$ cat config.mk
export PLATFORM = sky130hd
export DESIGN_NAME = xc_rf_wb_arb
export DESIGN_NICKNAME = d
export VERILOG_FILES = /design/src/rtl/xc_rf_wb_arb.sv
export SDC_FILE = /design/constraint.sdc
export NUM_CORES = 1
export LEC_CHECK = 0
export ABC_AREA = 1
export ABC_CLOCK_PERIOD_IN_PS = 1590
export CAP_MARGIN = 20
export CORE_MARGIN = 2
export CORE_UTILIZATION = 38
export CTS_CLUSTER_SIZE = 12
export DETAILED_ROUTE_END_ITERATION = 8
export GPL_ROUTABILITY_DRIVEN = 0
export GPL_TIMING_DRIVEN = 1
export PLACE_DENSITY = 0.77
export SETUP_SLACK_MARGIN = 0.1
export SYNTH_ARGS = -nofsm -noshare
export SYNTH_HDL_FRONTEND = slang
export SYNTH_SLANG_ARGS = --single-unit
$ cat constraint.sdc
create_clock -name clock -period 1.59 [get_ports clock]
set_clock_uncertainty 0.1 [all_clocks]
set_input_delay 0.2385 -clock clock [delete_from_list [all_inputs] [get_ports clock]]
set_output_delay 0.2385 -clock clock [all_outputs]
set_load 0.05 [all_outputs]
$ cat src/rtl/xc_rf_wb_arb.sv
// xc_rf_wb_arb: round-robin write-port arbiter that splits paired 64-bit writes into two register-file slots
module xc_rf_wb_arb (
  input  logic        clock,
  input  logic        resetn,
  input  logic        s0_valid,
  output logic        s0_ready,
  input  logic        s0_wide,
  input  logic [4:0]  s0_addr,
  input  logic [31:0] s0_wdata_lo,
  input  logic [31:0] s0_wdata_hi,
  input  logic        s1_valid,
  output logic        s1_ready,
  input  logic        s1_wide,
  input  logic [4:0]  s1_addr,
  input  logic [31:0] s1_wdata_lo,
  input  logic [31:0] s1_wdata_hi,
  output logic        rd_wen,
  output logic [4:0]  rd_addr,
  output logic [31:0] rd_wdata,
  output logic        busy_hi
);
  typedef enum logic [1:0] {IDLE, WR, LO} state_t;
  state_t      state_q, state_d;
  logic        last_q, last_d;
  logic        rd_wen_q, rd_wen_d;
  logic [4:0]  rd_addr_q, rd_addr_d, hi_addr_q, hi_addr_d;
  logic [31:0] rd_wdata_q, rd_wdata_d, hi_data_q, hi_data_d;
  logic        hold, acc, sel, wide;
  logic [4:0]  addr, p;
  logic [31:0] lo, hi;

  // Grant, mux the winning request, and compute the next write-port slot
  always_comb begin
    hold       = (state_q == LO);
    s0_ready   = !hold && s0_valid && (!s1_valid || last_q);
    s1_ready   = !hold && s1_valid && (!s0_valid || !last_q);
    acc        = s0_ready || s1_ready;
    sel        = s1_ready;
    wide       = sel ? s1_wide : s0_wide;
    addr       = sel ? s1_addr : s0_addr;
    lo         = sel ? s1_wdata_lo : s0_wdata_lo;
    hi         = sel ? s1_wdata_hi : s0_wdata_hi;
    p          = wide ? {addr[4:1], 1'b0} : addr;
    state_d    = hold ? WR : (acc ? (wide ? LO : WR) : IDLE);
    rd_wen_d   = hold ? 1'b1 : (acc && (p != 5'd0));
    rd_addr_d  = hold ? hi_addr_q : (acc ? p : rd_addr_q);
    rd_wdata_d = hold ? hi_data_q : (acc ? lo : rd_wdata_q);
    hi_addr_d  = (acc && wide) ? (p | 5'd1) : hi_addr_q;
    hi_data_d  = (acc && wide) ? hi : hi_data_q;
    last_d     = acc ? sel : last_q;
  end

  // State and registered write-port outputs; reset drops any pending odd half
  always_ff @(posedge clock or negedge resetn) begin
    if (!resetn) begin
      state_q    <= IDLE;
      last_q     <= 1'b1;
      rd_wen_q   <= 1'b0;
      rd_addr_q  <= 5'd0;
      rd_wdata_q <= 32'd0;
      hi_addr_q  <= 5'd0;
      hi_data_q  <= 32'd0;
    end else begin
      state_q    <= state_d;
      last_q     <= last_d;
      rd_wen_q   <= rd_wen_d;
      rd_addr_q  <= rd_addr_d;
      rd_wdata_q <= rd_wdata_d;
      hi_addr_q  <= hi_addr_d;
      hi_data_q  <= hi_data_d;
    end
  end

  assign rd_wen   = rd_wen_q;
  assign rd_addr  = rd_addr_q;
  assign rd_wdata = rd_wdata_q;
  assign busy_hi  = (state_q == LO);
endmodule

==> flow_summary.ini <==
[timing]
slew_violations = 0
setup_viol = 80
max_freq_ghz = 0.561
layout_min_cycle_time_ps = 1780
slew_headroom_pct = 76.9
rsz0062_at_grt = true
finalHoldViolations = 0
worst_pin_slew_ps = 346
min_period_over_period_pct = 112
fin_ws_ps = -194

[placement]
place_ws_ps = -348
dpl.cell_count = 899
placed_area_sq_mm = 0.00642
numPortBuffers = 184
dpl.hpwl_mm = 10.1

[cells_and_area]
area_growth_syn_to_layout_pct = 86.9
antenna_cells = 0
fin_nets = 958
drive_gt1_share_pct = 26.4
design_area_sq_mm = 0.00764
layout.cells.non_filler = 955

[floorplanning]
row_count = 37
dieArea_sq_mm = 0.0116
fp.dieH_um = 108
initial_core_util_pct = 39.4
die_x_um = 108
io_pins = 185
core_area_sq_mm = 0.0104

[drt]
drc = 0
dr.first_iter.drc_count = 376
wl_mm = 17.5
wl_per_cell_um = 18.3
firstDrtPassIters = 5
routed_via_density = 5.24
vias = 5004
postRouteAntennaNets = 0

[global_routing]
gr-usage-met3_pct = 5.08
track_usage_pct = 27.5
antenna_found_initial = 0
grtUsageMet2_pct = 48.3
grt_pass1_wl_mm = 24.4
grt_pass1_vias = 5063
overflow = 0
grt_start_max_net_pins = 29
top_usage_layer = met2
grt_util_met1_pct = 32.8

[cts]
htreeDepth = 3
clk_pin_slew_worst_paths_ps = 80
clockRootBuffer = clkbuf_8
numCtsBuffers = 9
cts_tree = yes
clk_latency_ps = 360
cts.sink_count = 78
clockBufferDepth = 2

[status]
outcome = finished, violations left
failed_checks = setup timing

[critical_path]
path_class = flip-flop to flip-flop
reg2regPathDepth = 9
crit_path_end_kind = flip-flop
cp_cell_sequence = buf_6, o21ai_4, buf_4, o21ai_4, nand2_4, clkinv_8, clkbuf_16, nand2_1, nand2_1
rr_endpoint = hi_data_q[11]$_DFFE_PN0P_
cp_slowest_cell = dfstp_2
worstSetupStartpointType = flip-flop
arrival_ps = 1980
worstReg2RegStart = last_q$_DFFE_PN1P_
slowest_delay_ps = 570
crit_fanout = 7
rrSetupSlack_ps = -190
crit_required_ps = 1790

[power_and_ir_drop]
p_per_area_mw_per_mm2 = 1760
ir_drop_mv = 1.13
p_leak_uw = 0.00375

[yosys]
synth_top_flop_cell = dfrtp_1
yosysSeqAreaShare_pct = 47.8
ys_ff_latch = 78
synth_cell_type_count = 30
ys_warn_count = 0
synth-edff-count = 0
syn_area_sq_mm = 0.00409
synth.area.mux_share_pct = 0
syn_inst = 574
synth_compound_area_share_pct = 9.55
syn_nets = 718
synth-simple-area-share_pct = 36.6
synthArstFlopShare_pct = 100
synth_fa_ha_area_share_pct = 0
synthXorXnorAreaFrac_pct = 0
syn_area_per_cell_sq_um = 7.12
synth_top_family_by_area = simple AND/OR/NAND/NOR gates

[flow_run]
max-cap-violations = 0

[worst_hold_path]
hold_class = input port to asynchronous set/reset pin
worst max-delay path by stage:
stage / start / to / depth (start not counted)
finish: last_q$_DFFE_PN1P_ / hi_data_q[11]$_DFFE_PN0P_ / 9
floorplan: last_q$_DFFE_PN1P_ / hi_data_q[23]$_DFFE_PN0P_ / 7
CTS: last_q$_DFFE_PN1P_ / s0_ready / 5
global placement: s1_valid / rd_wdata[5]$_DFFE_PN0P_ / 8
global route: state_q[0]$_DFF_PN0_ / hi_data_q[11]$_DFFE_PN0P_ / 10
detailed placement: s1_valid / rd_wdata[4]$_DFFE_PN0P_ / 8
metrics by stage:
| step | utilization, % | hold WS (ps) | power, uW | setup TNS, ps |
|---|---|---|---|---|
| after floorplan | - | -157 | 7260 | 0 |
| after global placement | 61.9 | 57.7 | 9820 | -19970 |
| after detailed placement | 61.9 | 66.6 | 10000 | -21480 |
| after CTS | 71.3 | 252 | 12700 | -6320 |
| after global routing | 73.7 | 278 | 14000 | -13650 |
| final | 73.7 | 239 | 13400 | -9980 |
repair_timing:
item | 4_1_cts | 5_1_grt
gates cloned | 10 | 3
gates resized for setup | 110 | 41
endpoints found under the setup margin | 79 | 81
setup buffers | 21 | 11
hold endpoints to repair | 22 | 0
pin swaps | 25 | 19
hold buffers | 1 | 0
cell families (layout without fill, tap and decap cells):
group           count (synthesis)  after routing
compound gates                 64             64
buf+inv                        53            298
simple gates                  379            379
flops                          78             78
layout by cell type, fill, tap and decap left out, types with 5 or more instances in the layout:
master	synthesis	final
nand2_1	331	309
clkdlybuf4s50_1	0	141
dfrtp_1	77	77
buf_4	4	53
buf_12	0	26
nand2_2	4	19
nand3_1	20	18
o21ai_1	11	18
buf_6	2	18
inv_1	15	13
clkbuf_8	0	11
nor2_1	16	9
buf_8	0	9
a21oi_2	0	8
nand2_4	0	7
buf_16	0	7
a22oi_2	0	6
inv_2	6	5
nor2_2	1	5
o21ai_2	2	5
o31ai_2	0	5
a21boi_2	0	5
report_power, final:
group	switching (uW)	internal, uW	total (uW)
sequential	793	2930	3720
combinational	4700	3590	8290
clock	780	650	1430
total	6270	7170	13400
Yosys cell counts (all sizes together) (4+ instances only):
| library cell | number | area share, % |
|---|---|---|
| nand2 | 335 | 31 |
| o21ai | 26 | 3.4 |
| buf | 28 | 3.8 |
| a22oi | 6 | 1.1 |
| a21boi | 7 | 1.3 |
| nor2 | 18 | 1.9 |
| nand3 | 21 | 2.9 |
| o31ai | 7 | 1.3 |
| o211ai | 4 | 0.73 |
| clkbuf | 4 | 0.37 |
| dfrtp | 77 | 47 |
| inv | 21 | 1.9 |
| a21oi | 12 | 1.5 |
routing by layer:
metal	part of all wire, %	wire length [um]	vias up
met2	51	8940	298
met4	3.1	537	0
li1	-	-	2289
met5	0	0	-
met3	8.0	1390	52
met1	38	6600	2365
sequential cells by signal (all words and copies together) (netlist names):
| signal | cells |
|---|---|
| rd_addr | 5 |
| rd_wdata | 32 |
| state_q | 2 |
| hi_data_q | 32 |
| rd_wen | 1 |
| hi_addr_q | 5 |
| last_q | 1 |
layout make-up:
class	instances	area [sq um]
repair buffers	261	3020
fillers	701	2730
multi-input cells	443	2200
flip-flops and latches	78	1950
well taps	136	170
clock buffers	11	151
inverters	21	111
clock inverters	5	33.8
critical path: cells and delay by family, from the launching register on:
kind / cells / cell delay [ps]
buffers and inverters: 4 / 520
DFF: 1 / 570
and+or+nand+nor: 3 / 270
AOI/OAI and AO/OA: 2 / 240
Power figures use the tool's default switching activity.
